==> src/rtl/perf_pkg.sv <==
// Shared constants for the performance-statistics unit: overflow modes and
// the channel indices that datapath and display code use to address counters.
package perf_pkg;

  localparam int SAT_WRAP     = 0;
  localparam int SAT_SATURATE = 1;

  localparam int CH_CYCLES = 0;
  localparam int CH_UNCOND = 1;
  localparam int CH_COND   = 2;
  localparam int CH_TAKEN  = 3;
  localparam int CH_STALL  = 4;
  localparam int CH_FLUSH  = 5;

  localparam int RD_W = 32;

endpackage

==> src/rtl/perf_counter_cell.sv <==
// One event channel: live counter with wrap or saturate behaviour, a sticky
// overflow flag and a snapshot shadow register.
module perf_counter_cell
  import perf_pkg::*;
#(
  parameter int CNT_W    = 32,
  parameter int SAT_MODE = SAT_WRAP
) (
  input  logic             clk,
  input  logic             rst,
  input  logic             inc,
  input  logic             clr,
  input  logic             snap,
  output logic [CNT_W-1:0] cnt,
  output logic [CNT_W-1:0] shadow,
  output logic             ovf
);

  logic at_max;

  assign at_max = &cnt;

  // NOTE: non-blocking assignments let shadow capture cnt as it was before this edge.
  always_ff @(posedge clk or negedge rst) begin
    if (!rst) begin
      cnt    <= '0;
      shadow <= '0;
      ovf    <= 1'b0;
    end else begin
      if (snap) shadow <= cnt;
      if (clr) begin
        cnt <= '0;
        ovf <= 1'b0;
      end else if (inc) begin
        if (at_max) begin
          ovf <= 1'b1;
          // Saturating counters simply hold all-ones.
          if (SAT_MODE == SAT_WRAP) cnt <= '0;
        end else begin
          cnt <= cnt + CNT_W'(1);
        end
      end
    end
  end

endmodule

==> src/rtl/perf_counter_bank.sv <==
// Bank of N_CH performance counters with snapshot shadows, sticky overflow
// flags, a registered read port and the syscall-print latch.
module perf_counter_bank
  import perf_pkg::*;
#(
  parameter int N_CH     = 8,
  parameter int CNT_W    = 32,
  parameter int SAT_MODE = SAT_WRAP,
  parameter int SEL_W    = 3
) (
  input  logic             clk,
  input  logic             rst,
  input  logic             run,
  input  logic [N_CH-1:0]  event_in,
  input  logic             clr,
  input  logic             snap,
  input  logic [SEL_W-1:0] rd_sel,
  input  logic             rd_shadow,
  output logic [RD_W-1:0]  rd_data,
  output logic [N_CH-1:0]  ovf,
  input  logic             syscall_we,
  input  logic [31:0]      syscall_data,
  output logic [31:0]      syscall_out
);

  logic [CNT_W-1:0] cnt    [N_CH];
  logic [CNT_W-1:0] shadow [N_CH];
  logic [RD_W-1:0]  rd_next;

  for (genvar i = 0; i < N_CH; i++) begin : g_cell
    perf_counter_cell #(
      .CNT_W    (CNT_W),
      .SAT_MODE (SAT_MODE)
    ) u_cell (
      .clk    (clk),
      .rst    (rst),
      .inc    (run & event_in[i]),
      .clr    (clr),
      .snap   (snap),
      .cnt    (cnt[i]),
      .shadow (shadow[i]),
      .ovf    (ovf[i])
    );
  end

  // NOTE: default first so an unmatched rd_sel yields 0 instead of inferring a latch.
  always_comb begin
    rd_next = '0;
    for (int i = 0; i < N_CH; i++) begin
      if (rd_sel == SEL_W'(i)) rd_next = RD_W'(rd_shadow ? shadow[i] : cnt[i]);
    end
  end

  always_ff @(posedge clk or negedge rst) begin
    if (!rst) begin
      rd_data     <= '0;
      syscall_out <= '0;
    end else begin
      rd_data <= rd_next;
      if (clr)                    syscall_out <= '0;
      else if (run && syscall_we) syscall_out <= syscall_data;
    end
  end

endmodule

==> config.mk <==
export PLATFORM = sky130hd
export DESIGN_NAME = perf_counter_bank
export DESIGN_NICKNAME = d
export VERILOG_FILES = /design/src/rtl/perf_pkg.sv /design/src/rtl/perf_counter_cell.sv /design/src/rtl/perf_counter_bank.sv
export SDC_FILE = /design/constraint.sdc
export NUM_CORES = 1
export LEC_CHECK = 0
export CORE_UTILIZATION = 40
export CTS_BUF_LIST = sky130_fd_sc_hd__clkbuf_4
export DETAILED_ROUTE_END_ITERATION = 16
export GPL_ROUTABILITY_DRIVEN = 0
export GPL_TIMING_DRIVEN = 0
export SKIP_CTS_REPAIR_TIMING = 1
export SLEW_MARGIN = 20
export SYNTH_ARGS = -nofsm -noshare
export SYNTH_HDL_FRONTEND = slang
export SYNTH_SLANG_ARGS = --single-unit
==> constraint.sdc <==
create_clock -name clk -period 2.5 [get_ports clk]
set_input_delay 0.5 -clock clk [delete_from_list [all_inputs] [get_ports clk]]
set_output_delay 0.5 -clock clk [all_outputs]
set_load 0.05 [all_outputs]
==> results of run 1 <==
==> how the worst min path moves through the flow <==
stage	from	to	slack, ns	depth (start not counted)
floorplan	rst	g_cell[0].u_cell.cnt[0]$_DFFE_PN0P_	0.20	0
global placement	g_cell[4].u_cell.shadow[27]$_DFFE_PN0P_	g_cell[4].u_cell.shadow[27]$_DFFE_PN0P_	0.48	1
detailed placement	g_cell[4].u_cell.shadow[10]$_DFFE_PN0P_	g_cell[4].u_cell.shadow[10]$_DFFE_PN0P_	0.49	1
CTS	rst	g_cell[1].u_cell.shadow[29]$_DFFE_PN0P_	-0.55	1
global route	snap	g_cell[0].u_cell.shadow[26]$_DFFE_PN0P_	0.003	2
finish	snap	g_cell[0].u_cell.shadow[26]$_DFFE_PN0P_	0.06	2
==> per-stage QoR <==
step	TNS [ns]	hold slack, ns	area [sq um]	instances	worst slack, ns
5_1_grt	-0.0374	0.00285	34100	4025	-0.0222
4_1_cts	-24.67	-0.555	33800	4017	-0.509
2_1_floorplan	0	0.204	29100	2661	0.388
6_report	-0.102	0.0614	34100	4025	-0.0438
3_5_place_dp	-229.23	0.490	31600	3733	-1.34
3_3_place_gp	-	0.485	31500	3727	-25.00
==> cells in the mapped netlist (41+ instances only) <==
cell type  number
dfrtp_1       584
nor2_1        302
mux2_2        288
mux2i_1       201
nand2_1       160
xor2_1        130
nand3_1       111
clkbuf_1       90
xnor2_1        67
nand4_1        66
o21ai_0        65
o22ai_1        65
nor3_1         62
a22o_1         41
and3_1         41
==> routing by layer <==
metal	share of wire	wire length, microns	vias up	global-route usage
met1	0.44	37500	11200	0.309
li1	-	-	10200	-
met3	0.066	5630	166	0.0571
met5	0	0	-	0
met4	0.037	3120	0	0.104
met2	0.45	38600	713	0.357
==> report_power, final <==
| part | switching [mW] | internal, mW | total (mW) | leakage [nW] |
|---|---|---|---|---|
| Combinational | 1.03 | 0.467 | 1.50 | 7.31 |
| Sequential | 0.0564 | 9.53 | 9.59 | 8.12 |
| Clock | 4.16 | 4.93 | 9.09 | 1.26 |
| Total | 5.25 | 14.9 | 20.2 | 16.7 |
==> worst max-delay path, stage by stage, from the launching register on <==
cell and delay, ns:
dfrtp_1 0.45, mux2_2 0.31, o21ai_0 0.40, o221ai_1 0.36, nor3_1 0.61, o22ai_1 0.27
==> kinds of logic (layout without fill, tap and decap cells) <==
group | count (synthesis) | count (layout) | synth area share
adder cells (fa/ha/maj) | 8 | 8 | 0.00344
multiplexers | 489 | 489 | 0.181
flip-flops | 584 | 584 | 0.502
AND/OR/NAND/NOR | 901 | 901 | 0.158
AO/OA/AOI/OAI | 310 | 310 | 0.0714
buffers and inverters | 172 | 580 | 0.0255
XOR/XNOR | 197 | 197 | 0.0593
other | 0 | 6 | 0
==> sequential cells by signal, summed over array words and instances (netlist names) <==
signal	cells
rd_data	32
syscall_out	32
g_cell.u_cell.shadow	256
g_cell.u_cell.ovf	8
g_cell.u_cell.cnt	256
==> final cells by class <==
cell class / instances / area (sq um)
antenna: 6 / 15.0
buffer: 155 / 701
tap: 950 / 1190
timing repair buffer: 125 / 1500
inverter: 16 / 60.1
clock buffer: 242 / 1820
sequential: 584 / 14600
clock inverter: 42 / 318
multi-input combinational: 1905 / 13900
fill: 6640 / 37700
==> impl_metrics.yaml, run 1 <==
run_status:
  outcome: "complete, but fails checks"
  failed_checks: "setup timing"
yosys:
  syn_area_per_cell_sq_um: 10.9
  synth-seq-cells: 584
  synthCells: 2661
  syn_nets: 2719
  synth_edf_count: 0
  synth-seq-area-share: 0.502
  synth_top_area_frac: 0.502
  synthesis.area_sq_um: 29100
  synth.area.top_cells: "dfrtp_1 50%, mux2_2 11%, mux2i_1 6.9%"
  yosys_warnings: 0
  ys_async_sr_fraction: 1.00
  synth.largest_area_cell: "dfrtp_1"
  ys.flop_type: "dfrtp_1"
  synth_cell_types: 62
setup_path:
  cp.required_ns: 3.32
  regToRegStartpoint: "g_cell[4].u_cell.cnt[5]$_DFFE_PN0P_"
  critical_path.max_fanout: 6
  rr_worst_depth: 5
  end_kind: "flip-flop"
  r2r_slack_ns: -0.04
  critPathLaunch: "g_cell[4].u_cell.cnt[5]$_DFFE_PN0P_"
  worstSetupPathType: "flip-flop to flip-flop"
  endpoint: "rd_data[5]$_DFF_PN0_"
  r2r-end: "rd_data[5]$_DFF_PN0_"
  arrival_ns: 3.37
  crit_path_start_kind: "flip-flop"
sta:
  max_freq_ghz: 0.393
  relSlewSlack: 0.188
  report.final.slew_viol_count: 0
  finalSetupViolCount: 5
  hold_viol_final: 0
  finalCriticalPeriod_ns: 2.54
  rsz0062_at_grt: "yes"
  period_share: 1.02
  fin_ws_ns: -0.0438
  tightest_slew_ns: 1.22
  skew_ns: 0.0579
pwr:
  p_leak_nw: 16.7
  vdd_drop_max_mv: 0.324
  power.total_mw: 20.2
  powerDensity_nw_per_um2: 592
placed_design:
  port_buffers: 116
  dp_hpwl_microns: 61500
floorplan:
  die_h_microns: 272
  rows: 98
  start_util: 0.406
  dieArea_sq_um: 73800
  die_w_microns: 272
  ioPinCount: 122
  fp.coreArea_sq_um: 71700
worst_hold_path:
  hold_path.class: "primary input to flip-flop"
detailed_routing:
  viasPerCell: 5.53
  drc: 0
  drtIter0Drc: 1755
  firstDrtPassIters: 6
  wl_per_cell_microns: 21.1
  vias: 22300
  detail-route-antenna-nets: 0
  wl_microns: 84800
final_layout:
  syn2layout_area_growth_pct: 17.1
  post-route-util: 0.475
  mostFrequentLayoutCell: "dfrtp_1"
  final_cell_mix: "584 x dfrtp_1, 302 x nor2_1, 288 x mux2_2"
  drive_gt1_frac: 0.216
  num-nets-final: 3006
clock_tree:
  root_buffer: "clkbuf_4"
  h-tree-depth: 4
  clkSinkCount: 584
  clock_path_buffers: 3
  cts_made_buffers: 161
  clk_latency_ns: 1.03
  cts_tree: "yes"
  clk_pin_slew_ns: 0.07
grt:
  overflow: 0
  grtUsageTotal: 0.232
  antenna_found_initial: 2
  grt_max_degree: 100
  grt_pass1_vias: 22500
  grt_pass1_wl_microns: 132000
flow_run:
  max_cap_viol_count: 0
No activity file was read; power rests on OpenSTA's default activity.
==> inputs of run 2 (changes only) <==
--- a/config.mk
+++ b/config.mk
@@ -5,6 +5,7 @@
 export SDC_FILE = /design/constraint.sdc
 export NUM_CORES = 1
 export LEC_CHECK = 0
+export CORE_MARGIN = 2
 export CORE_UTILIZATION = 40
 export CTS_BUF_LIST = sky130_fd_sc_hd__clkbuf_4
 export DETAILED_ROUTE_END_ITERATION = 16
==> run 2 against run 1 <==
  * The flow still finishes with violations (setup timing)
  * Clock power decreased by 5.2%
  * Flip-flop and latch count is the same
  * Sequential share of layout area is 0.16 points higher
  * Worst setup slack got worse by 0.064 ns
  * Largest cell class unchanged
==> impl_metrics.yaml, run 2 (synthesis gave the netlist of run 1 again) <==
setup_path:
  worstSetupPathType: "flip-flop to flip-flop"
  cp.required_ns: 3.33
  regToRegStartpoint: "g_cell[4].u_cell.cnt[8]$_DFFE_PN0P_"
  critPathLaunch: "g_cell[4].u_cell.cnt[8]$_DFFE_PN0P_"
  cp_slowest_stage_delay_ns: 0.62
  end_kind: "flip-flop"
  crit_chain: "mux2_2 > o21ai_0 > o221ai_1 > nor3_1 > o22ai_1"
  crit_slowest_cell: "nor3_1"
  arrival_ns: 3.43
  critical_path.max_fanout: 7
  cp.buffers_inverters: 0
  r2r_slack_ns: -0.11
  endpoint: "rd_data[8]$_DFF_PN0_"
  crit_path_start_kind: "flip-flop"
  rr_worst_depth: 5
  cpLargestDelayFamily: "compound AO/OA/AOI/OAI gates"
  r2r-end: "rd_data[8]$_DFF_PN0_"
  path_depth: 5
final_layout:
  final_cell_mix: "584 x dfrtp_1, 302 x nor2_1, 288 x mux2_2"
  top_regs: "g_cell.u_cell.cnt (256), g_cell.u_cell.shadow (256)"
  layout.cells.non_filler: 4016
  syn2layout_area_growth_pct: 16.7
  num-nets-final: 3006
  fin_area_sq_um: 33900
  mostFrequentLayoutCell: "dfrtp_1"
  drive_gt1_frac: 0.215
pwr:
  pwr-share-comb: 0.076
  switching_share: 0.265
  vdd_drop_max_mv: 0.374
  pwr-share-seq: 0.487
  p_leak_nw: 16.6
  power.switching_mw: 5.23
  internal_power_mw: 14.5
  clkPwrFrac: 0.437
  powerDensity_nw_per_um2: 580
floorplan:
  die_w_microns: 274
  ioPinCount: 122
  dieArea_sq_um: 74900
  start_util: 0.406
  fp.coreArea_sq_um: 71700
  die_h_microns: 274
  rows: 98
detailed_routing:
  viasPerCell: 5.54
  drtIter0Drc: 1803
  firstDrtPassIters: 6
  wl_per_cell_microns: 21.1
  detail-route-antenna-nets: 0
  wl_microns: 84900
  drc: 0
  vias: 22300
grt:
  antenna_found_initial: 3
  overflow: 0
  grt_pass1_vias: 22400
  grtUsageTotal: 0.228
  grt_pass1_wl_microns: 131000
  grt_max_degree: 102
clock_tree:
  clk_pin_slew_ns: 0.06
  root_buffer: "clkbuf_4"
  cts_tree: "yes"
  clock_path_buffers: 3
  clkSinkCount: 584
  cts_made_buffers: 160
  h-tree-depth: 4
  clk_latency_ns: 1.02
sta:
  max_freq_ghz: 0.383
  hold_slack_ns: 0.0814
  report.final.slew_viol_count: 0
  relSlewSlack: 0.222
  finalSetupViolCount: 13
  hold_viol_final: 0
  tightest_slew_ns: 1.17
  finalCriticalPeriod_ns: 2.61
  fin_ws_ns: -0.108
  setup_tns_ns: -0.797
  skew_ns: 0.0464
  period_share: 1.04
run_status:
  failed_checks: "setup timing"
  outcome: "complete, but fails checks"
placed_design:
  post-place-cells: 3733
  dpl_cell_area_sq_um: 31600
  dp_slack_ns: -1.32
  dp_hpwl_microns: 62000
  port_buffers: 116
worst_hold_path:
  hold_path.class: "primary input to flip-flop"
flow_run:
  max_cap_viol_count: 0
[run 2: changes by cell type in the layout (fill, tap and decap cells not counted), moves of 3 or more]
cell and delta:
bufinv_16 -3, clkbuf_4 -6, clkinv_1 -4, clkinvlp_4 +4
[run 2: cell type report]
type,count,area [sq um]
fillers,6540,37800
well taps,950,1190
clock inverters,39,239
multi-input cells,1905,13900
diodes,7,17.5
inverters,16,60.1
clock buffers,234,1760
repair buffers,125,1500
plain buffers,156,704
flip-flops and latches,584,14600
[run 2: worst min path at each step]
stage,startpoint,endpoint,slack [ns],cells after the start
floorplan,rst,g_cell[0].u_cell.cnt[0]$_DFFE_PN0P_,0.20,0
global placement,g_cell[4].u_cell.shadow[28]$_DFFE_PN0P_,g_cell[4].u_cell.shadow[28]$_DFFE_PN0P_,0.48,1
detailed placement,syscall_out[21]$_DFFE_PN0P_,syscall_out[21]$_DFFE_PN0P_,0.49,1
CTS,rst,g_cell[4].u_cell.shadow[16]$_DFFE_PN0P_,-0.51,1
global route,snap,g_cell[0].u_cell.shadow[24]$_DFFE_PN0P_,0.04,2
finish,snap,g_cell[0].u_cell.shadow[21]$_DFFE_PN0P_,0.08,2
[run 2: power groups by stage]
| stage | sequential (mW) | combinational [mW] | clock, mW |
|---|---|---|---|
| after global routing | 9.59 | 1.60 | 9.43 |
| final | 9.59 | 1.50 | 8.62 |
| after floorplan | 9.91 | 0.621 | 0 |
| after global placement | 9.79 | 1.44 | 0 |
| after CTS | 9.59 | 1.50 | 8.90 |
| after detailed placement | 9.76 | 1.49 | 0 |
[run 2: layer usage]
metal / global-route usage / part of all wire / up-vias
li1: - / - / 10200
met1: 0.311 / 0.44 / 11100
met2: 0.345 / 0.45 / 755
met3: 0.0494 / 0.065 / 159
met4: 0.112 / 0.043 / 0
met5: 0 / 0 / -
[run 2: stage by stage]
stage	power, mW	util
4_1_cts	20.0	0.469
3_3_place_gp	11.2	0.438
3_5_place_dp	11.3	0.441
6_report	19.7	0.473
2_1_floorplan	10.5	-
5_1_grt	20.6	0.473
[run 2: worst reg2reg max path, delay by kind of cell (launching register included)]
family,cells,cell delay (ns)
compound gates,3,1.08
simple gates,1,0.62
mux,1,0.30
flops,1,0.47
==> inputs of run 3 (changes only) <==
--- a/config.mk
+++ b/config.mk
@@ -5,6 +5,7 @@
 export SDC_FILE = /design/constraint.sdc
 export NUM_CORES = 1
 export LEC_CHECK = 0
+export CORE_ASPECT_RATIO = 0.75
 export CORE_MARGIN = 2
 export CORE_UTILIZATION = 40
 export CTS_BUF_LIST = sky130_fd_sc_hd__clkbuf_4
==> constraint.sdc (replaced) <==
create_clock -name clk -period 2.2 [get_ports clk]
set_input_delay 0.44 -clock clk [delete_from_list [all_inputs] [get_ports clk]]
set_output_delay 0.44 -clock clk [all_outputs]
set_load 0.05 [all_outputs]
==> run 3 against run 2 <==
  * The run still ends with setup timing left
  * Cell count rose by 1.5%
  * Clock power is 7.1% higher
  * First-iteration DRC count is 1.4% lower
  * Critical endpoint is now rd_data[6]$_DFF_PN0_
  * Largest cell class unchanged
==> impl_metrics.yaml, run 3 (synthesis gave the netlist of run 1 again) <==
clock_tree:
  clkSinkCount: 584
  cts_tree: "yes"
  h-tree-depth: 4
  root_buffer: "clkbuf_4"
  cts_made_buffers: 153
  clock_path_buffers: 3
  clk_pin_slew_ns: 0.06
  clk_latency_ns: 1.02
pwr:
  pwr-share-comb: 0.079
  p_leak_nw: 16.0
  vdd_drop_max_mv: 0.484
  clkPwrFrac: 0.423
  pwr-share-seq: 0.498
  internal_power_mw: 16.0
  power.switching_mw: 5.89
  powerDensity_nw_per_um2: 636
  power.total_mw: 21.9
  switching_share: 0.270
floorplan:
  rows: 85
  start_util: 0.405
  dieArea_sq_um: 75000
  ioPinCount: 122
  die_w_microns: 315
  die_h_microns: 238
  fp.coreArea_sq_um: 71900
sta:
  tightest_slew_ns: 1.20
  hold_viol_final: 0
  finalSetupViolCount: 4
  skew_ns: 0.0735
  fin_ws_ns: -0.0821
  max_freq_ghz: 0.438
  relSlewSlack: 0.197
  setup_tns_ns: -0.193
  finalCriticalPeriod_ns: 2.28
  report.final.slew_viol_count: 0
  period_share: 1.04
  rsz0062_at_grt: "yes"
grt:
  grt_pass1_wl_microns: 131000
  grtUsageTotal: 0.230
  grt_pass1_vias: 22000
  overflow: 0
  grt_max_degree: 97
  antenna_found_initial: 4
setup_path:
  critPathLaunch: "rd_sel[0]"
  crit_path_start_kind: "primary input"
  r2r-end: "rd_data[9]$_DFF_PN0_"
  r2r_slack_ns: -0.04
  critical_path.max_fanout: 10
  worstSetupPathType: "primary input to flip-flop"
  end_kind: "flip-flop"
  rr_worst_depth: 5
  regToRegStartpoint: "g_cell[4].u_cell.cnt[9]$_DFFE_PN0P_"
  arrival_ns: 3.17
  cp.required_ns: 3.08
detailed_routing:
  wl_microns: 87300
  drc: 0
  wl_per_cell_microns: 21.4
  drtIter0Drc: 1777
  firstDrtPassIters: 7
  vias: 22600
  detail-route-antenna-nets: 0
  viasPerCell: 5.54
placed_design:
  post-place-cells: 3740
  dp_slack_ns: -1.59
  port_buffers: 116
  dp_hpwl_microns: 62800
final_layout:
  num-nets-final: 3068
  top_regs: "g_cell.u_cell.cnt (256), g_cell.u_cell.shadow (256)"
  layout.cells.non_filler: 4075
  syn2layout_area_growth_pct: 18.1
  mostFrequentLayoutCell: "dfrtp_1"
  drive_gt1_frac: 0.284
  final_cell_mix: "535 x dfrtp_1, 297 x nor2_1, 288 x mux2_2"
worst_hold_path:
  hold_path.class: "primary input to async pin"
run_status:
  failed_checks: "setup timing"
  outcome: "complete, but fails checks"
flow_run:
  max_cap_viol_count: 0
[run 3: changes by cell type in the layout (fill, tap and decap cells not counted), moves of 12 or more]
cell / before / now
buf_4: 15 / 92
buf_6: 0 / 12
clkbuf_2: 16 / 74
clkbuf_4: 236 / 219
dfrtp_1: 584 / 535
dfrtp_2: 0 / 49
dlymetal6s2s_1: 67 / 0
o21ai_0: 63 / 49
o22ai_1: 65 / 53
o22ai_2: 0 / 12
[run 3: cell type report]
| cell class | instances | area [sq um] |
|---|---|---|
| fill | 6699 | 37500 |
| buffer | 145 | 711 |
| clock inverter | 40 | 186 |
| clock buffer | 216 | 1620 |
| multi-input combinational | 1905 | 14200 |
| tap | 957 | 1200 |
| antenna | 7 | 17.5 |
| inverter | 16 | 60.1 |
| timing repair buffer | 205 | 1670 |
| sequential | 584 | 14700 |
[run 3: power by group through the flow]
stage	sequential [mW]	clock (mW)	combinational, mW
finish	10.9	9.23	1.73
global route	10.9	10.1	1.85
CTS	10.9	9.49	1.71
detailed placement	11.1	0	1.71
global placement	11.1	0	1.62
floorplan	11.3	0	0.706
[run 3: worst max path at each step]
stage                                           end  slack, ns  cells after the start
2_1_floorplan  g_cell[6].u_cell.cnt[30]$_DFFE_PN0P_       0.15                      8
3_3_place_gp   g_cell[3].u_cell.cnt[14]$_DFFE_PN0P_     -25.28                      1
3_5_place_dp       g_cell[4].u_cell.ovf$_DFFE_PN0P_      -1.59                      6
4_1_cts                                      ovf[5]      -0.72                      2
5_1_grt         g_cell[2].u_cell.cnt[8]$_DFFE_PN0P_      -0.07                      9
6_report                       rd_data[6]$_DFF_PN0_      -0.08                      7
[run 3: stage by stage]
step	hold slack, ns	cell area [sq um]	util
6_report	0.0451	34400	0.478
5_1_grt	-0.00350	34400	0.478
4_1_cts	-0.753	33400	0.465
3_5_place_dp	0.349	31600	0.440
3_3_place_gp	0.484	31500	0.438
2_1_floorplan	0.144	29100	-
[run 3: critical path, cell delays in order]
cell,delay [ns]
clkdlybuf4s50_1,0.59
or3_1,0.44
clkbuf_1,0.21
clkbuf_1,0.30
o22ai_1,0.64
nor3_1,0.20
o22ai_1,0.34
[run 3: metal layers]
metal  vias to the layer above  part of all wire  track usage
li1                      10300                 -            -
met2                       692              0.43        0.326
met5                         -                 0            0
met3                       137             0.090       0.0648
met1                     11400              0.45        0.336
met4                         0             0.024       0.0784
